File: src/rtl/uart_disp_pkg.sv
// Shared constants and types for the UART digit display.
//   NUM_DIGITS : number of BCD digits held and scanned
//   SEG_BLANK  : active-low pattern with every segment off
//   SEG_LUT    : active-low {g,f,e,d,c,b,a} patterns for digits 0..9
//   bcd_t      : one BCD digit
package uart_disp_pkg;

   localparam int NUM_DIGITS = 4;

   localparam logic [6:0] SEG_BLANK = 7'h7F;

   typedef logic [3:0] bcd_t;

   localparam logic [6:0] SEG_LUT [10] = '{
      7'h40, 7'h79, 7'h24, 7'h30, 7'h19,
      7'h12, 7'h02, 7'h78, 7'h00, 7'h10
   };

endpackage

File: src/rtl/seg7_decode.sv
// Combinational BCD to seven-segment decoder, common-anode (active-low).
//   digit : 4-bit code
//   seg   : {g,f,e,d,c,b,a}, active-low; blank for codes 10..15
module seg7_decode
   import uart_disp_pkg::*;
(
   input  bcd_t       digit,
   output logic [6:0] seg
);

   always_comb begin
      seg = SEG_BLANK;
      if (digit <= 4'd9) begin
         seg = SEG_LUT[digit];
      end
   end

endmodule

File: src/rtl/uart_digit_display.sv
// Collects decimal digits from the UART receiver into a 4-digit BCD shift
// buffer (newest on the right) and scans them onto a multiplexed
// common-anode seven-segment display. Non-decimal codes set a sticky error.
//   clk, rst    : system clock, asynchronous active-high reset
//   data        : received digit code
//   data_valid  : level from receiver; only its rising edge accepts a digit
//   clear       : synchronous clear of buffer, count and error
//   value_bcd   : buffer, [3:0] newest, [15:12] oldest
//   digit_count : digits held, 0..4, saturating
//   err         : sticky non-decimal flag
//   seg         : {g,f,e,d,c,b,a}, active-low
//   an          : digit enables, active-low, an[0] rightmost
module uart_digit_display
   import uart_disp_pkg::*;
#(
   parameter int CLK_FREQ   = 12000000,
   parameter int REFRESH_HZ = 1000
) (
   input  logic        clk,
   input  logic        rst,
   input  logic [3:0]  data,
   input  logic        data_valid,
   input  logic        clear,
   output logic [15:0] value_bcd,
   output logic [2:0]  digit_count,
   output logic        err,
   output logic [6:0]  seg,
   output logic [3:0]  an
);

   localparam int CLKS_PER_DIGIT = CLK_FREQ / REFRESH_HZ;
   localparam int PRE_W          = $clog2(CLKS_PER_DIGIT);
   localparam logic [PRE_W-1:0] PRE_LAST = PRE_W'(CLKS_PER_DIGIT - 1);
   localparam logic [2:0]       COUNT_MAX = 3'(NUM_DIGITS);

   logic             dv_d;
   logic             accept;
   logic [PRE_W-1:0] prescale;
   logic [1:0]       scan_idx;
   bcd_t             digit_sel;
   logic [6:0]       seg_dec;

   assign accept = data_valid & ~dv_d;

   always_ff @(posedge clk or posedge rst) begin
      if (rst) begin
         dv_d <= 1'b0;
      end else begin
         dv_d <= data_valid;
      end
   end

   // Clear wins over a same-cycle accept, so the digit is dropped.
   always_ff @(posedge clk or posedge rst) begin
      if (rst) begin
         value_bcd   <= '0;
         digit_count <= '0;
         err         <= 1'b0;
      end else if (clear) begin
         value_bcd   <= '0;
         digit_count <= '0;
         err         <= 1'b0;
      end else if (accept) begin
         if (data <= 4'd9) begin
            value_bcd <= {value_bcd[11:0], data};
            if (digit_count != COUNT_MAX) begin
               digit_count <= digit_count + 3'd1;
            end
         end else begin
            err <= 1'b1;
         end
      end
   end

   always_ff @(posedge clk or posedge rst) begin
      if (rst) begin
         prescale <= '0;
         scan_idx <= '0;
      end else if (prescale == PRE_LAST) begin
         prescale <= '0;
         scan_idx <= scan_idx + 2'd1;
      end else begin
         prescale <= prescale + 1'b1;
      end
   end

   assign digit_sel = value_bcd[4*scan_idx +: 4];

   seg7_decode u_decode (
      .digit (digit_sel),
      .seg   (seg_dec)
   );

   // Positions beyond the held digit count are blanked, but their anode
   // is still driven so the scan timing stays uniform.
   always_ff @(posedge clk or posedge rst) begin
      if (rst) begin
         seg <= SEG_BLANK;
         an  <= 4'hF;
      end else begin
         an <= ~(4'b0001 << scan_idx);
         if ({1'b0, scan_idx} >= digit_count) begin
            seg <= SEG_BLANK;
         end else begin
            seg <= seg_dec;
         end
      end
   end

endmodule

File: config.mk
export PLATFORM = sky130hd
export DESIGN_NAME = uart_digit_display
export DESIGN_NICKNAME = d
export VERILOG_FILES = /design/src/rtl/uart_disp_pkg.sv /design/src/rtl/seg7_decode.sv /design/src/rtl/uart_digit_display.sv
export SDC_FILE = /design/constraint.sdc
export NUM_CORES = 1
export LEC_CHECK = 0
export ABC_AREA = 1
export BUFFER_PORTS_ARGS = -buffer_cell sky130_fd_sc_hd__buf_4
export CAP_MARGIN = 20
export CELL_PAD_IN_SITES_DETAIL_PLACEMENT = 0
export CELL_PAD_IN_SITES_GLOBAL_PLACEMENT = 2
export CORE_AREA = 2 2 87 89
export DETAILED_ROUTE_END_ITERATION = 6
export DIE_AREA = 0 0 89 91
export PLACE_DENSITY = 0.87
export SLEW_MARGIN = 20
export SYNTH_ARGS = -nofsm -noshare
export SYNTH_HDL_FRONTEND = slang
export SYNTH_SLANG_ARGS = --single-unit
File: constraint.sdc
create_clock -name clk -period 3.4 [get_ports clk]
set_input_delay 0.51 -clock clk [delete_from_list [all_inputs] [get_ports clk]]
set_output_delay 0.51 -clock clk [all_outputs]
set_load 0.03 [all_outputs]
==> results of run 1 <==
## layout make-up
class | count | area [um2]
Fill cell | 783 | 4150
Sequential cell | 48 | 1210
Multi-Input combinational cell | 201 | 1060
Timing Repair Buffer | 38 | 285
Inverter | 56 | 211
Tap cell | 99 | 124
Clock buffer | 7 | 86.3
Clock inverter | 1 | 7.51
## how the worst max path moves through the flow
stage	endpoint	cells past startpoint
floorplan	seg[4]	8
global placement	seg[4]	9
detailed placement	seg[4]	9
CTS	seg[4]	9
global route	seg[3]	8
finish	seg[4]	9
## through the flow
step / setup slack (ns) / util [%] / instances / power (uW)
finish: 1.40 / 41.9 / 450 / 1030
global route: 1.18 / 41.9 / 450 / 1080
CTS: 1.37 / 41.9 / 450 / 1040
detailed placement: 1.40 / 40.6 / 442 / 685
global placement: 1.48 / 40.6 / 442 / 685
floorplan: 1.59 / - / 308 / 654
## logic make-up after synthesis
family | count (synthesis) | synth area share, %
buf+inv | 59 | 9.41
flops | 48 | 48.3
simple gates | 153 | 27.2
compound gates | 29 | 6.32
fa+ha+maj | 14 | 6.97
xor+xnor | 5 | 1.74
## cell usage after synthesis (all sizes together)
master   n  area, um2
a21oi   12       63.8
buf      3       26.3
dfrtp   37        926
dfstp   11        289
ha      14        175
inv     56        210
nand2   84        328
nand3   32        160
nand4    2       12.5
nor2    28        130
nor3     5       41.3
o211ai   2       15.0
o21ai   13       65.1
o21bai   1       7.51
o31ai    1       7.51
or2      2       12.5
xor2     5       43.8
## report_power, final
group	switching, uW	total [uW]	internal (uW)
combinational	58.7	86.2	27.5
clock	192	358	166
sequential	5.69	586	580
total	256	1030	774
## worst max-delay path, cell delays in order (launching register included)
cell and delay (ns):
dfrtp_1 0.50, inv_1 0.23, o211ai_1 0.13, nand2_1 0.15, inv_1 0.10, ha_1 0.21
or2_2 0.28, a21oi_2 0.19, nor2_4 0.07, nand2_1 0.08
## placed cells by master, fill, tap and decap left out, drive strengths merged, types with 2 or more instances in the layout
| cell type | netlist | routed |
|---|---|---|
| nor3 | 5 | 5 |
| xor2 | 5 | 5 |
| ha | 14 | 14 |
| nand4 | 2 | 2 |
| nand3 | 32 | 32 |
| dfstp | 11 | 11 |
| nand2 | 84 | 84 |
| buf | 3 | 38 |
| inv | 56 | 55 |
| or2 | 2 | 2 |
| a21oi | 12 | 12 |
| clkbuf | 0 | 7 |
| dfrtp | 37 | 37 |
| o211ai | 2 | 2 |
| nor2 | 28 | 28 |
| o21ai | 13 | 13 |
## routing by layer
metal	share of wire, %	wire length (um)	vias up	global-route usage, %
li1	-	-	1042	-
met1	52	2790	912	22.6
met2	42	2250	44	20.2
met3	5.1	271	4	3.64
met4	0.99	53	0	4.10
met5	0	0	-	0
## flip-flops by register name (all words and copies together), names as in the netlist
| name | flops |
|---|---|
| value_bcd | 16 |
| dv_d | 1 |
| err | 1 |
| scan_idx | 2 |
| prescale | 14 |
| seg | 7 |
| digit_count | 3 |
| an | 4 |
==> impl_metrics.py, run 1 <==
metrics = {
    "outcome": {
        "status": "complete, no violations",
    },
    "clock_network": {
        "clock-sinks": 48,
        "cts_buffers": 5,
        "tritoncts": "built",
        "clock_latency_ns": 0.30,
        "post_cts_buffers": 0,
        "clockRootBuffer": "clkbuf_8",
        "cts.path.max_buffers": 2,
        "ctsResizeCount": 0,
        "cts_max_level": 2,
        "postCtsHoldBufs": 0,
        "path_clk_slew_ns": 0.09,
    },
    "setup_path": {
        "rr_worst_depth": 9,
        "critPathLaunchType": "flip-flop",
        "r2r-end": "seg[4]",
        "r2r_start": "scan_idx[1]",
        "cp_max_fo": 10,
        "worstSetupPathType": "flip-flop to flip-flop",
        "cp_data_arrival_time_ns": 2.24,
        "cp-end-kind": "flip-flop",
        "rrSetupSlack_ns": 1.40,
        "critical_path_required_ns": 3.64,
        "crit_start": "scan_idx[1]",
    },
    "drt": {
        "routedWlPerCell_um": 11.9,
        "drt-initial-drc-count": 115,
        "first_pass_iters": 4,
        "routed_via_density": 4.45,
        "drt-total-wl_um": 5360,
        "ant_nets": 0,
        "drc": 0,
        "vias": 2002,
    },
    "synthesis": {
        "ys_seq_area_share_pct": 48.3,
        "syn-cell-area_mm2": 0.00251,
        "synth_cell_types": 26,
        "ys_warn_count": 0,
        "syn_nets": 330,
        "syn_area_per_cell_um2": 8.16,
        "syn_inst": 308,
        "ys_ff_latch": 48,
    },
    "hold_path": {
        "min-delay-path-class": "primary input to flip-flop",
        "hold_path.startpoint": "data_valid",
        "holdPathEnd": "dv_d",
        "min_path_cells": 1,
    },
    "finish": {
        "drive_gt1_share_pct": 21.1,
        "diodes": 0,
        "design_area_mm2": 0.00299,
        "area_growth_pct": 19.0,
        "nNetsFinal": 372,
    },
    "timing": {
        "drv_slew": 0,
        "relSlewSlack_pct": 45.4,
        "hold_viol_final": 0,
        "fmaxAchievable_mhz": 499,
        "tightest_slew_ns": 0.819,
        "setup_viol": 0,
        "holdWs_ns": 0.317,
        "setup_tns_ns": 0,
        "grt_setup_unrepaired": "no",
        "period_share_pct": 58.9,
        "skew_ns": 0.00984,
        "fin_crit_ns": 2.00,
    },
    "floorplanning": {
        "initial_core_util_pct": 35.2,
        "die_w_um": 89,
        "core_mm2": 0.00714,
        "num_rows": 31,
        "io_pins": 39,
        "chipHeight_um": 91,
        "die_area_mm2": 0.00810,
    },
    "pwr": {
        "leakage_uw": 0.00151,
        "powerDensity_mw_per_mm2": 344,
        "peakVddDrop_mv": 0.135,
    },
    "flow_run": {
        "cap_violations": 0,
    },
    "placement": {
        "gp_congestion": 0.848,
        "numPortBuffers": 38,
        "place_hpwl_um": 3930,
        "postPlaceCellArea_mm2": 0.00290,
    },
    "global_route": {
        "antenna_found_initial": 0,
        "first_global_vias": 1924,
        "grt_pass1_wl_um": 9400,
        "globalRouteOverflowTotal": 0,
        "grt_max_degree": 49,
        "grt_usage_pct": 14.7,
    },
}
Note: power is estimated with default switching activity, not from simulation.
==> run 2: changes to the inputs <==
--- a/config.mk
+++ b/config.mk
@@ -5,15 +5,15 @@
 export SDC_FILE = /design/constraint.sdc
 export NUM_CORES = 1
 export LEC_CHECK = 0
-export ABC_AREA = 1
+export ABC_AREA = 0
 export BUFFER_PORTS_ARGS = -buffer_cell sky130_fd_sc_hd__buf_4
 export CAP_MARGIN = 20
 export CELL_PAD_IN_SITES_DETAIL_PLACEMENT = 0
 export CELL_PAD_IN_SITES_GLOBAL_PLACEMENT = 2
-export CORE_AREA = 2 2 87 89
+export CORE_AREA = 2 2 85 87
 export DETAILED_ROUTE_END_ITERATION = 6
-export DIE_AREA = 0 0 89 91
-export PLACE_DENSITY = 0.87
+export DIE_AREA = 0 0 87 89
+export PLACE_DENSITY = 0.8
 export SLEW_MARGIN = 20
 export SYNTH_ARGS = -nofsm -noshare
 export SYNTH_HDL_FRONTEND = slang
==> constraint.sdc (replaced) <==
create_clock -name clk -period 2 [get_ports clk]
set_input_delay 0.3 -clock clk [delete_from_list [all_inputs] [get_ports clk]]
set_output_delay 0.3 -clock clk [all_outputs]
set_load 0.03 [all_outputs]
==> run 2 against run 1 <==
Effect of this change: worst setup slack got worse by 1.2 ns; wire length decreased by 15%; highest routed layer unchanged; core utilization fell by 0.19 points; sequential share of layout area increased by 2.8 points.
==> impl_metrics.py, run 2 <==
metrics = {
    "outcome": {
        "status": "complete, no violations",
    },
    "setup_path": {
        "cp_max_fo": 7,
        "worstSetupPathType": "flip-flop to flip-flop",
        "cpLargestDelayFamily": "multiplexers",
        "slowest_stage": "mux4_2",
        "critPathLaunchType": "flip-flop",
        "cp-end-kind": "flip-flop",
        "critical_path_buf_inv_count": 1,
        "cp_data_arrival_time_ns": 2.06,
        "cp_slowest_stage_delay_ns": 0.55,
        "critical_path_required_ns": 2.22,
        "path_cells": "mux4_2 > inv_1 > ha_1 > nor2_1 > o21ai_2 > o21a_4 > o211ai_2",
    },
    "timing": {
        "fin_crit_ns": 1.84,
        "setup_tns_ns": 0,
        "grt_setup_unrepaired": "no",
        "skew_ns": 0.0137,
        "holdWs_ns": 0.102,
        "tightest_slew_ns": 0.595,
        "period_share_pct": 92.0,
        "relSlewSlack_pct": 60.3,
        "fmaxAchievable_mhz": 543,
        "setup_viol": 0,
        "hold_viol_final": 0,
        "drv_slew": 0,
    },
    "pwr": {
        "pwr-share-seq_pct": 54.4,
        "p_int_uw": 1410,
        "power.share.combinational_pct": 8.1,
        "p_clk_share_pct": 37.6,
        "p_switching_uw": 421,
        "powerDensity_mw_per_mm2": 653,
        "leakage_uw": 0.00124,
        "peakVddDrop_mv": 0.233,
        "swShare_pct": 23.0,
    },
    "drt": {
        "drt-initial-drc-count": 75,
        "routed_via_density": 4.71,
        "ant_nets": 0,
        "vias": 1643,
        "drt-total-wl_um": 4580,
        "drc": 0,
        "first_pass_iters": 4,
        "routedWlPerCell_um": 13.1,
    },
    "finish": {
        "largest_reg_flops": 16,
        "design_area_mm2": 0.00280,
        "area_growth_pct": 21.5,
        "nNetsFinal": 290,
        "largest-register": "value_bcd",
        "drive_gt1_share_pct": 27.5,
        "final_cell_mix": "47 x nand2_1, 45 x buf_4, 36 x dfrtp_1",
        "n_fill_cell": 669,
        "reg_top3": "value_bcd: 16 flops, prescale: 14 flops, seg: 7 flops",
        "finalNonFillerCells": 349,
        "diodes": 0,
        "final_common_cell": "nand2_1",
    },
    "global_route": {
        "grt_max_degree": 49,
        "globalRouteOverflowTotal": 0,
        "antenna_found_initial": 0,
        "grt_pass1_wl_um": 7800,
        "first_global_vias": 1556,
        "grt_usage_pct": 13.0,
    },
    "placement": {
        "dp.cells": 341,
        "numPortBuffers": 38,
        "place_hpwl_um": 3310,
        "gp_congestion": 0.753,
        "postPlaceCellArea_mm2": 0.00270,
    },
    "floorplanning": {
        "io_pins": 39,
        "die_w_um": 87,
        "die_area_mm2": 0.00774,
        "num_rows": 30,
        "chipHeight_um": 89,
        "core_mm2": 0.00672,
        "initial_core_util_pct": 34.4,
    },
    "clock_network": {
        "clock-sinks": 48,
        "path_clk_slew_ns": 0.09,
        "postCtsHoldBufs": 0,
        "clock_latency_ns": 0.30,
        "tritoncts": "built",
        "cts_max_level": 2,
        "ctsResizeCount": 0,
        "post_cts_buffers": 0,
        "cts.path.max_buffers": 2,
        "clockRootBuffer": "clkbuf_8",
        "cts_buffers": 5,
    },
    "synthesis": {
        "syn_inst": 224,
        "syn_nets": 246,
        "synth_most_common_cell": "nand2_1",
        "synth_top_area_share_pct": 40.1,
        "synthTopCellsByCount": "47 x nand2_1, 37 x dfrtp_1, 22 x a21oi_1",
        "yosysTopAreaCell": "dfrtp_1",
        "async_reset_ff_share_pct": 100,
        "synth_cell_types": 33,
        "ys_seq_area_share_pct": 52.6,
        "syn_area_per_cell_um2": 10.3,
        "ys_warn_count": 0,
        "synthFlopType": "dfrtp_1",
        "ys_ff_latch": 48,
        "syn-cell-area_mm2": 0.00231,
        "synth_area_leaders": "dfrtp_1 40%, dfstp_2 13%, nand2_1 7.6%, ha_1 7.6%, a21oi_1 4.8%",
        "synth_edf_count": 0,
    },
    "hold_path": {
        "min-delay-path-class": "primary input to flip-flop",
    },
    "flow_run": {
        "cap_violations": 0,
    },
}
## run 2: changes by cell type after synthesis, sizes merged, moves of 9 or more
| cell | before | now |
|---|---|---|
| inv | 56 | 16 |
| nand2 | 84 | 47 |
| xnor2 | 0 | 9 |
| a21oi | 12 | 22 |
| nand3 | 32 | 6 |
| nor2 | 28 | 14 |
## run 2: final cells by class
cell class,count,area [um2],area share (%)
Timing Repair Buffer,45,338,12.0
Inverter,16,60.1,2.14
Sequential cell,48,1220,43.4
Clock inverter,2,35.0,1.25
Multi-Input combinational cell,152,982,35.0
Clock buffer,6,72.6,2.59
Tap cell,80,100,3.57
## run 2: final timing paths
path                             startpoint            to  slack (ns)  depth (start not counted)
min in group asynchronous               rst  prescale[10]        0.15                          3
worst min register to register  prescale[0]   prescale[0]        0.49                          1
worst max register to register  scan_idx[0]        seg[4]        0.16                          7
worst max-delay path            scan_idx[0]        seg[4]        0.16                          7
max in group asynchronous               rst   scan_idx[0]        1.41                          3
worst min-delay path             data_valid          dv_d        0.10                          1
## run 2: power by group through the flow
stage / Combinational, uW / Clock, uW / Sequential, uW
finish: 148 / 688 / 996
global route: 167 / 755 / 998
CTS: 151 / 713 / 996
detailed placement: 151 / 0 / 1010
global placement: 152 / 0 / 1010
floorplan: 73.5 / 0 / 1040
## run 2: kinds of logic (layout without fill, tap and decap cells)
family | after synthesis | count (layout) | synth area share, %
adder cells (fa/ha/maj) | 14 | 14 | 7.59
AND/OR/NAND/NOR | 87 | 87 | 17.2
XOR/XNOR | 13 | 13 | 4.93
multiplexers | 6 | 6 | 4.82
AO/OA/AOI/OAI | 32 | 32 | 8.02
buffers and inverters | 24 | 69 | 4.82
flip-flops | 48 | 48 | 52.6
## run 2: metrics by stage
stage	utilization [%]	power [uW]	setup slack (ns)
after floorplan	-	1110	0.221
after global placement	40.1	1170	0.162
after detailed placement	40.1	1160	0.0898
after CTS	41.7	1860	0.0706
after global routing	41.7	1920	0.000759
final	41.7	1830	0.159
## run 2: per-layer routing
| layer | track usage (%) | share of wire [%] | up-vias |
|---|---|---|---|
| li1 | - | - | 833 |
| met1 | 18.7 | 50 | 772 |
| met2 | 18.7 | 43 | 31 |
| met3 | 3.97 | 5.3 | 7 |
| met4 | 4.69 | 1.4 | 0 |
| met5 | 0 | 0 | - |
==> run 3: changes to the inputs <==
--- a/config.mk
+++ b/config.mk
@@ -8,12 +8,10 @@
 export ABC_AREA = 0
 export BUFFER_PORTS_ARGS = -buffer_cell sky130_fd_sc_hd__buf_4
 export CAP_MARGIN = 20
-export CELL_PAD_IN_SITES_DETAIL_PLACEMENT = 0
-export CELL_PAD_IN_SITES_GLOBAL_PLACEMENT = 2
-export CORE_AREA = 2 2 85 87
+export CORE_AREA = 2 2 71 73
 export DETAILED_ROUTE_END_ITERATION = 6
-export DIE_AREA = 0 0 87 89
-export PLACE_DENSITY = 0.8
+export DIE_AREA = 0 0 73 75
+export PLACE_DENSITY = 0.75
 export SLEW_MARGIN = 20
 export SYNTH_ARGS = -nofsm -noshare
 export SYNTH_HDL_FRONTEND = slang
==> run 3 against run 2 <==
Effect of this change: clock-buffer cell count is 1 higher; core utilization is 17 points higher; worst hold slack better by 0.0076 ns; non-clock buffer count stayed put; design area is 2.1% lower; register-to-register slack hardly changed; fmax hardly changed; combinational power hardly changed; critical path type unchanged; die area is 29% lower; critical path depth stayed put; critical endpoint unchanged.
==> impl_metrics.py, run 3 (synthesized netlist as in run 2, its figures left out) <==
metrics = {
    "timing": {
        "setup_tns_ns": 0,
        "skew_ns": 0.00816,
        "drv_slew": 0,
        "period_share_pct": 92.0,
        "fmaxAchievable_mhz": 543,
        "tightest_slew_ns": 0.602,
        "relSlewSlack_pct": 59.8,
        "fin_crit_ns": 1.84,
        "grt_setup_unrepaired": "no",
        "setup_viol": 0,
        "hold_viol_final": 0,
    },
    "clock_network": {
        "ctsResizeCount": 0,
        "clockRootBuffer": "clkbuf_8",
        "clock-sinks": 48,
        "cts_max_level": 2,
        "clock_latency_ns": 0.30,
        "postCtsHoldBufs": 0,
        "path_clk_slew_ns": 0.08,
        "tritoncts": "built",
        "cts_buffers": 5,
        "cts.path.max_buffers": 2,
        "post_cts_buffers": 0,
    },
    "drt": {
        "routed_via_density": 5.36,
        "vias": 1732,
        "drt-total-wl_um": 4400,
        "drt-initial-drc-count": 110,
        "drc": 0,
        "ant_nets": 0,
        "first_pass_iters": 4,
        "routedWlPerCell_um": 13.6,
    },
    "pwr": {
        "powerDensity_mw_per_mm2": 620,
        "peakVddDrop_mv": 0.395,
        "leakage_uw": 0.00123,
    },
    "finish": {
        "area_growth_pct": 18.9,
        "reg_top3": "value_bcd: 16 flops, prescale: 14 flops, seg: 7 flops",
        "drive_gt1_share_pct": 27.1,
        "largest-register": "value_bcd",
        "final_cell_mix": "47 x nand2_1, 45 x buf_4, 36 x dfrtp_1",
        "utilization_pct": 58.9,
        "largest_reg_flops": 16,
        "diodes": 0,
        "nNetsFinal": 290,
        "final_common_cell": "nand2_1",
    },
    "setup_path": {
        "critical_path_buf_inv_count": 1,
        "cp_data_arrival_time_ns": 2.07,
        "critPathLaunchType": "flip-flop",
        "cp_max_fo": 7,
        "cp_slowest_stage_delay_ns": 0.57,
        "worstSetupPathType": "flip-flop to flip-flop",
        "slowest_stage": "mux4_2",
        "cp-end-kind": "flip-flop",
        "path_cells": "mux4_2 > inv_1 > ha_1 > nor2_1 > o21ai_2 > o21a_4 > o211ai_2",
        "critical_path_required_ns": 2.23,
        "cpLargestDelayFamily": "multiplexers",
    },
    "placement": {
        "numPortBuffers": 38,
        "place_hpwl_um": 3110,
        "gp_congestion": 0.818,
    },
    "flow_run": {
        "cap_violations": 0,
    },
    "floorplanning": {
        "initial_core_util_pct": 49.5,
        "io_pins": 39,
        "chipHeight_um": 75,
        "die_w_um": 73,
        "core_mm2": 0.00466,
        "die_area_mm2": 0.00548,
        "num_rows": 25,
    },
    "global_route": {
        "use_met2_pct": 27.4,
        "grt_util_met1_pct": 26.5,
        "grt_usage_pct": 18.4,
        "grt_max_degree": 49,
        "use_met3_pct": 4.15,
        "first_global_vias": 1611,
        "globalRouteOverflowTotal": 0,
        "antenna_found_initial": 0,
        "grt_pass1_wl_um": 7690,
        "grt.busiest_layer": "met2",
    },
    "hold_path": {
        "min-delay-path-class": "primary input to flip-flop",
    },
    "outcome": {
        "status": "complete, no violations",
    },
}
run 3: stage by stage:
stage               cells  hold WS, ns  total power [uW]  setup WS, ns  cell area [um2]
floorplan             224        0.331              1110         0.221             2310
global placement      315        0.417              1160         0.177             2660
global route          323        0.103              1790        0.0417             2750
finish                323        0.110              1700         0.160             2750
detailed placement    315        0.420              1160        0.0852             2660
CTS                   323        0.102              1710        0.0725             2740
run 3: worst paths after layout:
check | slack [ns] | start | end | depth (start not counted)
max in group asynchronous | 1.41 | rst | scan_idx[0] | 3
setup reg to reg | 0.16 | scan_idx[0] | seg[4] | 7
hold reg to reg | 0.49 | prescale[0] | prescale[0] | 1
min in group asynchronous | 0.15 | rst | prescale[9] | 3
hold / removal | 0.11 | data_valid | dv_d | 1
setup / recovery | 0.16 | scan_idx[0] | seg[4] | 7
run 3: metal layers:
metal  part of all wire, %  up-vias  wire, um
met5                     0        -         0
met2                    47       49      2070
met1                    47      848      2070
met4                   1.6        0        72
li1                      -      829         -
met3                   4.3        6       190
run 3: power by group:
group	total, uW	internal, uW	leakage [uW]	switching (uW)
logic	148	52.3	0.000572	95.9
clock network	557	246	0.0000422	311
registers	996	987	0.000612	9.55
run 3: layout make-up:
cell class              count  area [um2]
inverters                  16        60.1
fillers                   404        1920
multi-input cells         152         982
flip-flops and latches     48        1220
clock inverters             1        5.00
repair buffers             45         338
well taps                  54        67.6
clock buffers               7        76.3
